<file path="src/rtl/qpsk_pkg.sv">
// -----------------------------------------------------------------------------
// Package: qpsk_pkg
// Purpose: Constants and helpers shared by the QPSK modulator and demodulator
//          blocks: default datapath widths, the QPSK bit-mapping constants
//          (sign of a rail -> hard bit) and the sat_clip saturation function.
// Contents:
//   QPSK_DATA_W  signed width of samples and NCO outputs
//   QPSK_SPS_W   width of the samples-per-symbol count
//   QPSK_ACC_W   accumulator width, sized so integration cannot overflow
//   QPSK_SHIFT   arithmetic right shift applied before output
//   QPSK_OUT_W   signed width of the soft symbol outputs
//   QPSK_BIT_POS / QPSK_BIT_NEG  hard bit for a non-negative / negative rail
//   sat_clip()   clamp an accumulator-width value to QPSK_OUT_W signed range
// -----------------------------------------------------------------------------
package qpsk_pkg;

    localparam int QPSK_DATA_W = 16;
    localparam int QPSK_SPS_W  = 8;
    localparam int QPSK_ACC_W  = 2 * QPSK_DATA_W + QPSK_SPS_W;
    localparam int QPSK_SHIFT  = 16;
    localparam int QPSK_OUT_W  = 16;

    // Zero decides as the non-negative symbol, matching the modulator mapper.
    localparam logic QPSK_BIT_POS = 1'b0;
    localparam logic QPSK_BIT_NEG = 1'b1;

    typedef struct packed {
        logic                         sat;
        logic signed [QPSK_OUT_W-1:0] val;
    } sat_res_t;

    // The value fits when every bit above the output sign bit equals the sign.
    function automatic sat_res_t sat_clip(input logic signed [QPSK_ACC_W-1:0] v);
        sat_res_t r;
        logic     pos_ovf;
        logic     neg_ovf;
        pos_ovf = !v[QPSK_ACC_W-1] &&  (|v[QPSK_ACC_W-2:QPSK_OUT_W-1]);
        neg_ovf =  v[QPSK_ACC_W-1] && !(&v[QPSK_ACC_W-2:QPSK_OUT_W-1]);
        r.sat   = pos_ovf || neg_ovf;
        if (pos_ovf) begin
            r.val = {1'b0, {(QPSK_OUT_W-1){1'b1}}};
        end else if (neg_ovf) begin
            r.val = {1'b1, {(QPSK_OUT_W-1){1'b0}}};
        end else begin
            r.val = v[QPSK_OUT_W-1:0];
        end
        return r;
    endfunction

endpackage

</file>
<file path="src/rtl/iad_accum.sv">
// -----------------------------------------------------------------------------
// Module: iad_accum
// Purpose: One rail (I or Q) of the integrate-and-dump. Accumulates mixer
//          products and presents the shifted, range-limited dump value for the
//          symbol that completes this cycle. The caller owns the sample counter
//          and registers the dump value into its outputs.
// Configuration macro: DEMOD_SAT_EN -- when defined the dump value is clamped to
//          the signed OUT_W range and dump_sat_o flags a clamp; when undefined
//          the low OUT_W bits are taken (wrap) and dump_sat_o is 0.
// Ports:
//   clk         in  system clock, rising edge
//   reset_n     in  asynchronous reset, active low
//   vld_p1_i    in  product valid this cycle
//   clear_i     in  discard the partial symbol before adding this product
//   dump_i      in  this product completes the symbol
//   prod_p1_i   in  signed mixer product (2*DATA_W)
//   dump_val_o  out signed dump value of (acc + prod) >>> SHIFT (OUT_W)
//   dump_sat_o  out dump value was clamped
// -----------------------------------------------------------------------------
module iad_accum
    import qpsk_pkg::*;
#(
    parameter int DATA_W = QPSK_DATA_W,
    parameter int ACC_W  = QPSK_ACC_W,
    parameter int SHIFT  = QPSK_SHIFT,
    parameter int OUT_W  = QPSK_OUT_W
) (
    input  logic                       clk,
    input  logic                       reset_n,
    input  logic                       vld_p1_i,
    input  logic                       clear_i,
    input  logic                       dump_i,
    input  logic signed [2*DATA_W-1:0] prod_p1_i,
    output logic signed [OUT_W-1:0]    dump_val_o,
    output logic                       dump_sat_o
);

    logic signed [ACC_W-1:0] acc_q;
    logic signed [ACC_W-1:0] acc_d;
    logic signed [ACC_W-1:0] acc_base;
    logic signed [ACC_W-1:0] sum_p1;

    // A clear coincident with a product makes that product the first of the
    // new symbol, so the clear is applied before the add.
    always_comb begin
        acc_base = clear_i ? '0 : acc_q;
        sum_p1   = acc_base + ACC_W'(prod_p1_i);
        acc_d    = acc_base;
        if (vld_p1_i) begin
            acc_d = dump_i ? '0 : sum_p1;
        end
    end

    always_ff @(posedge clk or negedge reset_n) begin
        if (!reset_n) begin
            acc_q <= '0;
        end else begin
            acc_q <= acc_d;
        end
    end

`ifdef DEMOD_SAT_EN
    sat_res_t clip;

    always_comb begin
        clip       = sat_clip(sum_p1 >>> SHIFT);
        dump_val_o = clip.val;
        dump_sat_o = clip.sat;
    end
`else
    assign dump_val_o = OUT_W'(sum_p1 >>> SHIFT);
    assign dump_sat_o = 1'b0;
`endif

endmodule

</file>
<file path="src/rtl/qpsk_iq_demod.sv">
// -----------------------------------------------------------------------------
// Module: qpsk_iq_demod
// Purpose: QPSK receive mixer plus integrate-and-dump. Real samples are mixed
//          with the quadrature NCO to baseband (I = s*cos, Q = -s*sin), then
//          integrated over sym_len samples. Each completed symbol produces one
//          m_valid pulse with soft I/Q values and two hard bits. Latency from
//          the last sample's s_valid to m_valid is 2 cycles.
// Configuration macro: DEMOD_SAT_EN -- clamp outputs to the OUT_W range and
//          report clamps on m_sat; otherwise outputs wrap and m_sat is 0.
// Ports:
//   clk        in   system clock, rising edge
//   reset_n    in   asynchronous reset, active low
//   s_valid    in   input sample strobe
//   s_data     in   signed input sample (DATA_W)
//   nco_sin    in   signed NCO sine, aligned with s_data (DATA_W)
//   nco_cos    in   signed NCO cosine, aligned with s_data (DATA_W)
//   sym_len    in   samples per symbol, 0 treated as 1 (SPS_W)
//   sym_start  in   pulse: discard partial symbol and restart integration
//   m_valid    out  pulse: symbol outputs updated
//   m_i        out  signed in-phase result (OUT_W)
//   m_q        out  signed quadrature result (OUT_W)
//   m_bits     out  hard decision {I<0, Q<0}
//   m_sat      out  a rail was clamped on this symbol
// -----------------------------------------------------------------------------
module qpsk_iq_demod
    import qpsk_pkg::*;
#(
    parameter int DATA_W = QPSK_DATA_W,
    parameter int SPS_W  = QPSK_SPS_W,
    parameter int ACC_W  = 2 * DATA_W + SPS_W,
    parameter int SHIFT  = QPSK_SHIFT,
    parameter int OUT_W  = QPSK_OUT_W
) (
    input  logic                     clk,
    input  logic                     reset_n,
    input  logic                     s_valid,
    input  logic signed [DATA_W-1:0] s_data,
    input  logic signed [DATA_W-1:0] nco_sin,
    input  logic signed [DATA_W-1:0] nco_cos,
    input  logic [SPS_W-1:0]         sym_len,
    input  logic                     sym_start,
    output logic                     m_valid,
    output logic signed [OUT_W-1:0]  m_i,
    output logic signed [OUT_W-1:0]  m_q,
    output logic [1:0]               m_bits,
    output logic                     m_sat
);

    logic                       vld_p1_q;
    logic signed [2*DATA_W-1:0] prod_i_p1_q;
    logic signed [2*DATA_W-1:0] prod_q_p1_q;
    logic signed [2*DATA_W-1:0] prod_i_d;
    logic signed [2*DATA_W-1:0] prod_q_d;

    logic [SPS_W-1:0]           cnt_q;
    logic [SPS_W-1:0]           cnt_d;
    logic [SPS_W-1:0]           len_q;
    logic [SPS_W-1:0]           len_d;
    logic [SPS_W-1:0]           cnt_base;
    logic [SPS_W-1:0]           len_use;
    logic                       dump;

    logic signed [OUT_W-1:0]    val_i;
    logic signed [OUT_W-1:0]    val_q;
    logic                       sat_i;
    logic                       sat_q;

    logic                       m_valid_q;
    logic signed [OUT_W-1:0]    m_i_q;
    logic signed [OUT_W-1:0]    m_q_q;
    logic [1:0]                 m_bits_q;
    logic                       m_sat_q;

    // ---- Stage p1: mixer ----
    always_comb begin
        prod_i_d =   (2*DATA_W)'(s_data) * (2*DATA_W)'(nco_cos);
        prod_q_d = -((2*DATA_W)'(s_data) * (2*DATA_W)'(nco_sin));
    end

    // Products are only consumed under vld_p1_q, so they need no reset.
    always_ff @(posedge clk) begin
        if (s_valid) begin
            prod_i_p1_q <= prod_i_d;
            prod_q_p1_q <= prod_q_d;
        end
    end

    // ---- Stage p2: integrate / dump control ----
    // sym_start behaves as if the count were already zero, so a coincident
    // product opens the new symbol and latches the current sym_len.
    always_comb begin
        cnt_base = sym_start ? '0 : cnt_q;
        if (cnt_base == '0) begin
            len_use = (sym_len == '0) ? SPS_W'(1) : sym_len;
        end else begin
            len_use = len_q;
        end
        dump  = vld_p1_q && (cnt_base == len_use - SPS_W'(1));
        len_d = len_q;
        if (vld_p1_q && (cnt_base == '0)) begin
            len_d = len_use;
        end
        cnt_d = cnt_base;
        if (dump) begin
            cnt_d = '0;
        end else if (vld_p1_q) begin
            cnt_d = cnt_base + SPS_W'(1);
        end
    end

    iad_accum #(
        .DATA_W (DATA_W),
        .ACC_W  (ACC_W),
        .SHIFT  (SHIFT),
        .OUT_W  (OUT_W)
    ) u_acc_i (
        .clk        (clk),
        .reset_n    (reset_n),
        .vld_p1_i   (vld_p1_q),
        .clear_i    (sym_start),
        .dump_i     (dump),
        .prod_p1_i  (prod_i_p1_q),
        .dump_val_o (val_i),
        .dump_sat_o (sat_i)
    );

    iad_accum #(
        .DATA_W (DATA_W),
        .ACC_W  (ACC_W),
        .SHIFT  (SHIFT),
        .OUT_W  (OUT_W)
    ) u_acc_q (
        .clk        (clk),
        .reset_n    (reset_n),
        .vld_p1_i   (vld_p1_q),
        .clear_i    (sym_start),
        .dump_i     (dump),
        .prod_p1_i  (prod_q_p1_q),
        .dump_val_o (val_q),
        .dump_sat_o (sat_q)
    );

    // ---- Stage p3: symbol outputs (held between dumps) ----
    always_ff @(posedge clk or negedge reset_n) begin
        if (!reset_n) begin
            vld_p1_q  <= 1'b0;
            cnt_q     <= '0;
            len_q     <= '0;
            m_valid_q <= 1'b0;
            m_i_q     <= '0;
            m_q_q     <= '0;
            m_bits_q  <= '0;
            m_sat_q   <= 1'b0;
        end else begin
            vld_p1_q  <= s_valid;
            cnt_q     <= cnt_d;
            len_q     <= len_d;
            m_valid_q <= dump;
            if (dump) begin
                m_i_q    <= val_i;
                m_q_q    <= val_q;
                m_bits_q <= {val_i[OUT_W-1] ? QPSK_BIT_NEG : QPSK_BIT_POS,
                             val_q[OUT_W-1] ? QPSK_BIT_NEG : QPSK_BIT_POS};
                m_sat_q  <= sat_i | sat_q;
            end
        end
    end

    assign m_valid = m_valid_q;
    assign m_i     = m_i_q;
    assign m_q     = m_q_q;
    assign m_bits  = m_bits_q;
    assign m_sat   = m_sat_q;

endmodule

</file>
<file path="config.mk">
export PLATFORM = sky130hd
export DESIGN_NAME = qpsk_iq_demod
export DESIGN_NICKNAME = d
export VERILOG_FILES = /design/src/rtl/qpsk_pkg.sv /design/src/rtl/iad_accum.sv /design/src/rtl/qpsk_iq_demod.sv
export SDC_FILE = /design/constraint.sdc
export NUM_CORES = 2
export LEC_CHECK = 0
export CORE_UTILIZATION = 31
export DETAILED_ROUTE_END_ITERATION = 10
export DONT_BUFFER_PORTS = 1
export PLACE_DENSITY = 0.52
export SLEW_MARGIN = 10
export SYNTH_ARGS = -nofsm -noshare
export SYNTH_HDL_FRONTEND = slang
export SYNTH_SLANG_ARGS = --single-unit
</file>
<file path="constraint.sdc">
create_clock -name clk -period 10.89 [get_ports clk]
set_clock_uncertainty 0.05 [all_clocks]
set_input_delay 1.6335 -clock clk [delete_from_list [all_inputs] [get_ports clk]]
set_output_delay 1.6335 -clock clk [all_outputs]
set_load 0.005 [all_outputs]
</file>
## Word level (Yosys, flattened, before mapping)

Index checks and enable logic that the tools add are counted.

- Output and inout port bits: 36
- Bits of input ports: 60
- Register bits after elaboration: 196

- Multiply operators: 2
- Reduce and logical (&&, ||, !) cells: 4
- $add $sub $neg: 5
- Muxes and demuxes: 13
- Equality and inequality tests: 1

Operators with widths:

| operator | number |
|---|---|
| $mux 40 | 6 |
| $add 40x32->40 | 2 |
| $mul 16x16->32 | 2 |
| $mux 8 | 5 |
| $neg 32->32 | 1 |
| $logic_not 8->1 | 2 |
| $add 8x1->8 const B | 1 |
| $eq 8x8->1 | 1 |
| $sub 8x1->8 const B | 1 |
| $logic_and 1x1->1 | 2 |
| $mux 1 | 2 |

## Logic depth before layout (Yosys ltp)

- Depth in word-level cells: 8
- Mapped depth: 24
- Mapped depth without buffers: 23

## Modules after synthesis

From an unflattened synthesis, not the netlist that was laid out.

- Cells, all modules: 3258
- Area, all modules: 30917.2 um2

Modules (own cells, without submodules):

| module | area each (um2) | sequential area each (um2) | times used | cells each |
|---|---|---|---|---|
| qpsk_iq_demod | 24556.1 | 3198.1 | 1 | 2512 |
| iad_accum | 3180.6 | 800.8 | 2 | 373 |

## Worst setup path before layout

No wires, ideal clock.

- Path type: input to register
- From: input s_data[15]
- To: register prod_i_p1_q[31] (data pin)
- Slack: 3.422 ns
- Required time: 10.682 ns
- Path buffers: 1
- Stages on the path: 20
- Data arrival time: 7.260 ns
- Cell sequence: clkbuf_1 -> nand2_1 -> inv_1 -> fa_1 -> fa_1 -> inv_1 -> fa_1 -> fa_1 -> fa_1 -> fa_1 -> inv_1 -> ha_1 -> a21o_1 -> a21o_1 -> a21o_1 -> o21a_1 -> o21ai_0 -> o211ai_1 -> a2111o_1 -> o211ai_1

- Cells in the longest elaborated chain, start to end: 1

RTL lines:

| what | line | text |
|---|---|---|
| start: declaration | qpsk_iq_demod.sv:37 | `input logic signed [DATA_W-1:0] s_data,` |
| $mul 16x16->32 | qpsk_iq_demod.sv:76 | `prod_i_d = (2*DATA_W)'(s_data) * (2*DATA_W)'(nco_cos);` |
| named net prod_i_d[31] | qpsk_iq_demod.sv:52 | `logic signed [2*DATA_W-1:0] prod_i_d;` |
| end signal: assignment | qpsk_iq_demod.sv:83 | `prod_i_p1_q <= prod_i_d;` |
| end: declaration | qpsk_iq_demod.sv:50 | `logic signed [2*DATA_W-1:0] prod_i_p1_q;` |

The timed path passes the listed nets, and every way through them passes these cells.
A chain may end at the register's enable or synchronous reset.

## Final worst setup path

- From: input nco_sin[2]
- To: register prod_q_p1_q[31] (data pin)

- Cells in the longest elaborated chain, start to end: 2

RTL lines:

| what | line | text |
|---|---|---|
| start: declaration | qpsk_iq_demod.sv:38 | `input logic signed [DATA_W-1:0] nco_sin,` |
| $mul 16x16->32 | qpsk_iq_demod.sv:77 | `prod_q_d = -((2*DATA_W)'(s_data) * (2*DATA_W)'(nco_sin));` |
| $neg 32->32 | qpsk_iq_demod.sv:77 |  |
| named net prod_q_d[31] | qpsk_iq_demod.sv:53 | `logic signed [2*DATA_W-1:0] prod_q_d;` |
| end signal: assignment | qpsk_iq_demod.sv:84 | `prod_q_p1_q <= prod_q_d;` |
| end: declaration | qpsk_iq_demod.sv:51 | `logic signed [2*DATA_W-1:0] prod_q_p1_q;` |

The timed path passes the listed nets, and every way through them passes these cells.

==> qor.yml <==
ys_seq_area_frac: 0.1581
crit_buf_inv: 5
cts.hold.buffers_added: 0
die_area_sq_um: 98670
final_nets: 3926
async_flop_share: 0.6404
path_clk_slew_ns: 0.07
layout.area.seq_sq_um: 4776
crit_family: "adder cells"
grt_pass1_wl_um: 123000
drive_gt1_frac: 0.03056
min_from: "len_q[0]$_DFFE_PN0P_"
required_ns: 11.08
dp.cells: 4353
critPathMaxFanout: 16
synth_top_area_frac: 0.3461
synth_most_common_cell: "inv_1"
grtUsageMet1: 0.2198
crit_slowest_cell: "o41ai_1"
dieHeight_um: 314.1
area_growth_pct: 5.532
vias: 20690
antenna_found_initial: 1
worstHoldPathCells: 2
end_kind: "flip-flop"
cts-root-buf: "clkbuf_16"
core_area_sq_um: 96570
fin_crit_sh: 0.6784
first_pass_iters: 5
min_period_ns: 7.387
start_kind: "input port"
cp_cell_sequence: "and2_1 -> fa_1 -> inv_1 -> fa_1 -> inv_1 -> ha_1 -> inv_1 -> fa_1 -> fa_1 -> inv_1 -> fa_1 -> inv_1 -> ha_1 -> a21oi_1 -> o21ai_0 -> a221oi_1 -> a21oi_1 -> o41ai_1 -> a211oi_1 -> a311oi_1 -> o21bai_1 -> xnor2_1"
wirelength_um: 74040
gp_congestion: 0.8114
grt_pass1_vias: 22410
rows: 114
io_pins: 96
syn-cell-area_sq_um: 30200
cts_tree: "built"
synth_edf_count: 64
fin_area_sq_um: 31870
yosys_warnings: 0
hold_violations: 0
max_freq_ghz: 0.1354
place_area_sq_um: 31310
synth_cell_types: 76
syn_inst: 3196
worstMarginPinSlew_ns: 0.7979
synth_common_cells: "inv_1, fa_1, nand2_1"
slowest_delay_ns: 0.67
grt_max_degree: 115
met3_usage: 0.02708
met2_usage: 0.2580
grt_overflow: 0
stdcell_count: 4388
vias_per_cell: 4.715
post-cts-setup-buffers: 0
port_buffers: 0
slew_viol_final: 0
post_cts_resized: 0
cts_htree_levels: 4
fill_cells: 10030
die_w_um: 314.1
synth_nets: 4026
busiest_layer: "met2"
worstSkewPairLatency_ns: 0.50
synth-seq-cells: 178
wl_per_cell_um: 16.87
slew_headroom: 0.4681
worst_hold_path_type: "flip-flop to flip-flop"
finalSetupTns_ns: 0
r2r_cells: 16
min_to: "len_q[0]$_DFFE_PN0P_"
drc: 0
antenna_left: 0
cap_violations: 0
multiInputGateArea_sq_um: 22550
r2r_end: "m_i[0]$_DFFE_PN0P_"
initial_core_util: 0.3127
cts_inserted_buffers: 17
status: "completed"
dp_hpwl_um: 58040
yosys-top-cells-area: "fa_1, ha_1, dfrtp_1, inv_1, edfxtp_1"
rsz0062_at_grt: "false"
drt_iter0_drc: 906
path_class: "input port to flip-flop"
synthFlopType: "dfrtp_1"
yosysTopAreaCell: "fa_1"
clock_path_buffers: 2
track_usage: 0.1580
cts_num_sinks: 178
setup_viol: 0
r2r_start: "cnt_q[0]$_DFF_PN0_"
syn_avg_cell_area_sq_um: 9.449
arrival_ns: 7.57
reg2reg_setup_slack_ns: 5.65
## cell type report
class | count | share of cell area
Clock buffer | 17 | 0.01335
Clock inverter | 15 | 0.003848
Timing Repair Buffer | 6 | 0.001413
Antenna cell | 3 | 0.0002356
Sequential cell | 178 | 0.1499
Multi-Input combinational cell | 2269 | 0.7077
Tap cell | 1276 | 0.05010
Inverter | 624 | 0.07350
## sequential cells by signal, summed over array words and instances (netlist names), 8 cells and up
signal and cells:
cnt_q 8, len_q 8, m_i 16, m_q 15
prod_i_p1_q 32, prod_q_p1_q 32, u_acc_i.acc_q 32, u_acc_q.acc_q 32
## how the worst max path moves through the flow
stage          depth (start not counted)  slack, ns  startpoint                        end
3_3_place_gp                          22       3.03  nco_sin[2]  prod_q_p1_q[31]$_DFFE_PP_
2_1_floorplan                         20       3.42  s_data[15]  prod_i_p1_q[31]$_DFFE_PP_
4_1_cts                               22       3.50  nco_sin[2]  prod_q_p1_q[31]$_DFFE_PP_
5_1_grt                               22       3.13  nco_sin[2]  prod_q_p1_q[31]$_DFFE_PP_
6_report                              22       3.50  nco_sin[2]  prod_q_p1_q[31]$_DFFE_PP_
3_5_place_dp                          22       2.96  nco_sin[2]  prod_q_p1_q[31]$_DFFE_PP_
## through the flow
| stage | util | hold WS [ns] | worst slack, ns |
|---|---|---|---|
| floorplan | - | 0.4171 | 3.422 |
| global placement | 0.3243 | 0.4515 | 3.034 |
| detailed placement | 0.3243 | 0.4718 | 2.964 |
| CTS | 0.3299 | 0.4918 | 3.501 |
| global route | 0.3299 | 0.5163 | 3.134 |
| finish | 0.3300 | 0.4853 | 3.503 |
## tightest hold or removal path, cell delays in order, from the launching register on
cell,delay [ns]
dfrtp_1,0.38
nand2_1,0.06
o21ai_0,0.07
## logic make-up (layout without fill, tap and decap cells)
family | after synthesis | after routing | share of synthesized area
adder cells (fa/ha/maj) | 770 | 770 | 0.4488
flip-flops | 178 | 178 | 0.1581
AND/OR/NAND/NOR | 912 | 912 | 0.1514
other | 1 | 4 | 0.0001242
multiplexers | 38 | 38 | 0.01405
AO/OA/AOI/OAI | 414 | 414 | 0.09356
buffers and inverters | 749 | 662 | 0.09513
XOR/XNOR | 134 | 134 | 0.03886
## metal layers
metal,routed length [um],part of all wire
met4,981,0.013
met5,13,0.00018
met2,34420,0.46
met1,35440,0.48
met3,3185,0.043
## placed cells by master, fill, tap and decap left out, drive strengths merged, types with 6 or more instances in the layout
master	n
o41ai	6
ha	248
o21ai	76
o21bai	15
nand2b	25
a22o	16
nand2	354
nor2	97
xnor2	104
mux2	32
nand3	24
a2111oi	9
clkbuf	17
and2	244
a21oi	103
clkinv	7
mux2i	6
a211oi	21
nor3	28
or3	8
inv	632
edfxtp	64
buf	6
a21o	38
o2bb2ai	33
o211ai	11
and3	11
nor2b	91
a31oi	14
o21a	21
fa	522
nand4	9
a31o	9
nor4	8
xor2	30
dfrtp	114
Power is not shown: default switching activity piles up to over one toggle a cycle in this logic, so the estimate is an artifact.
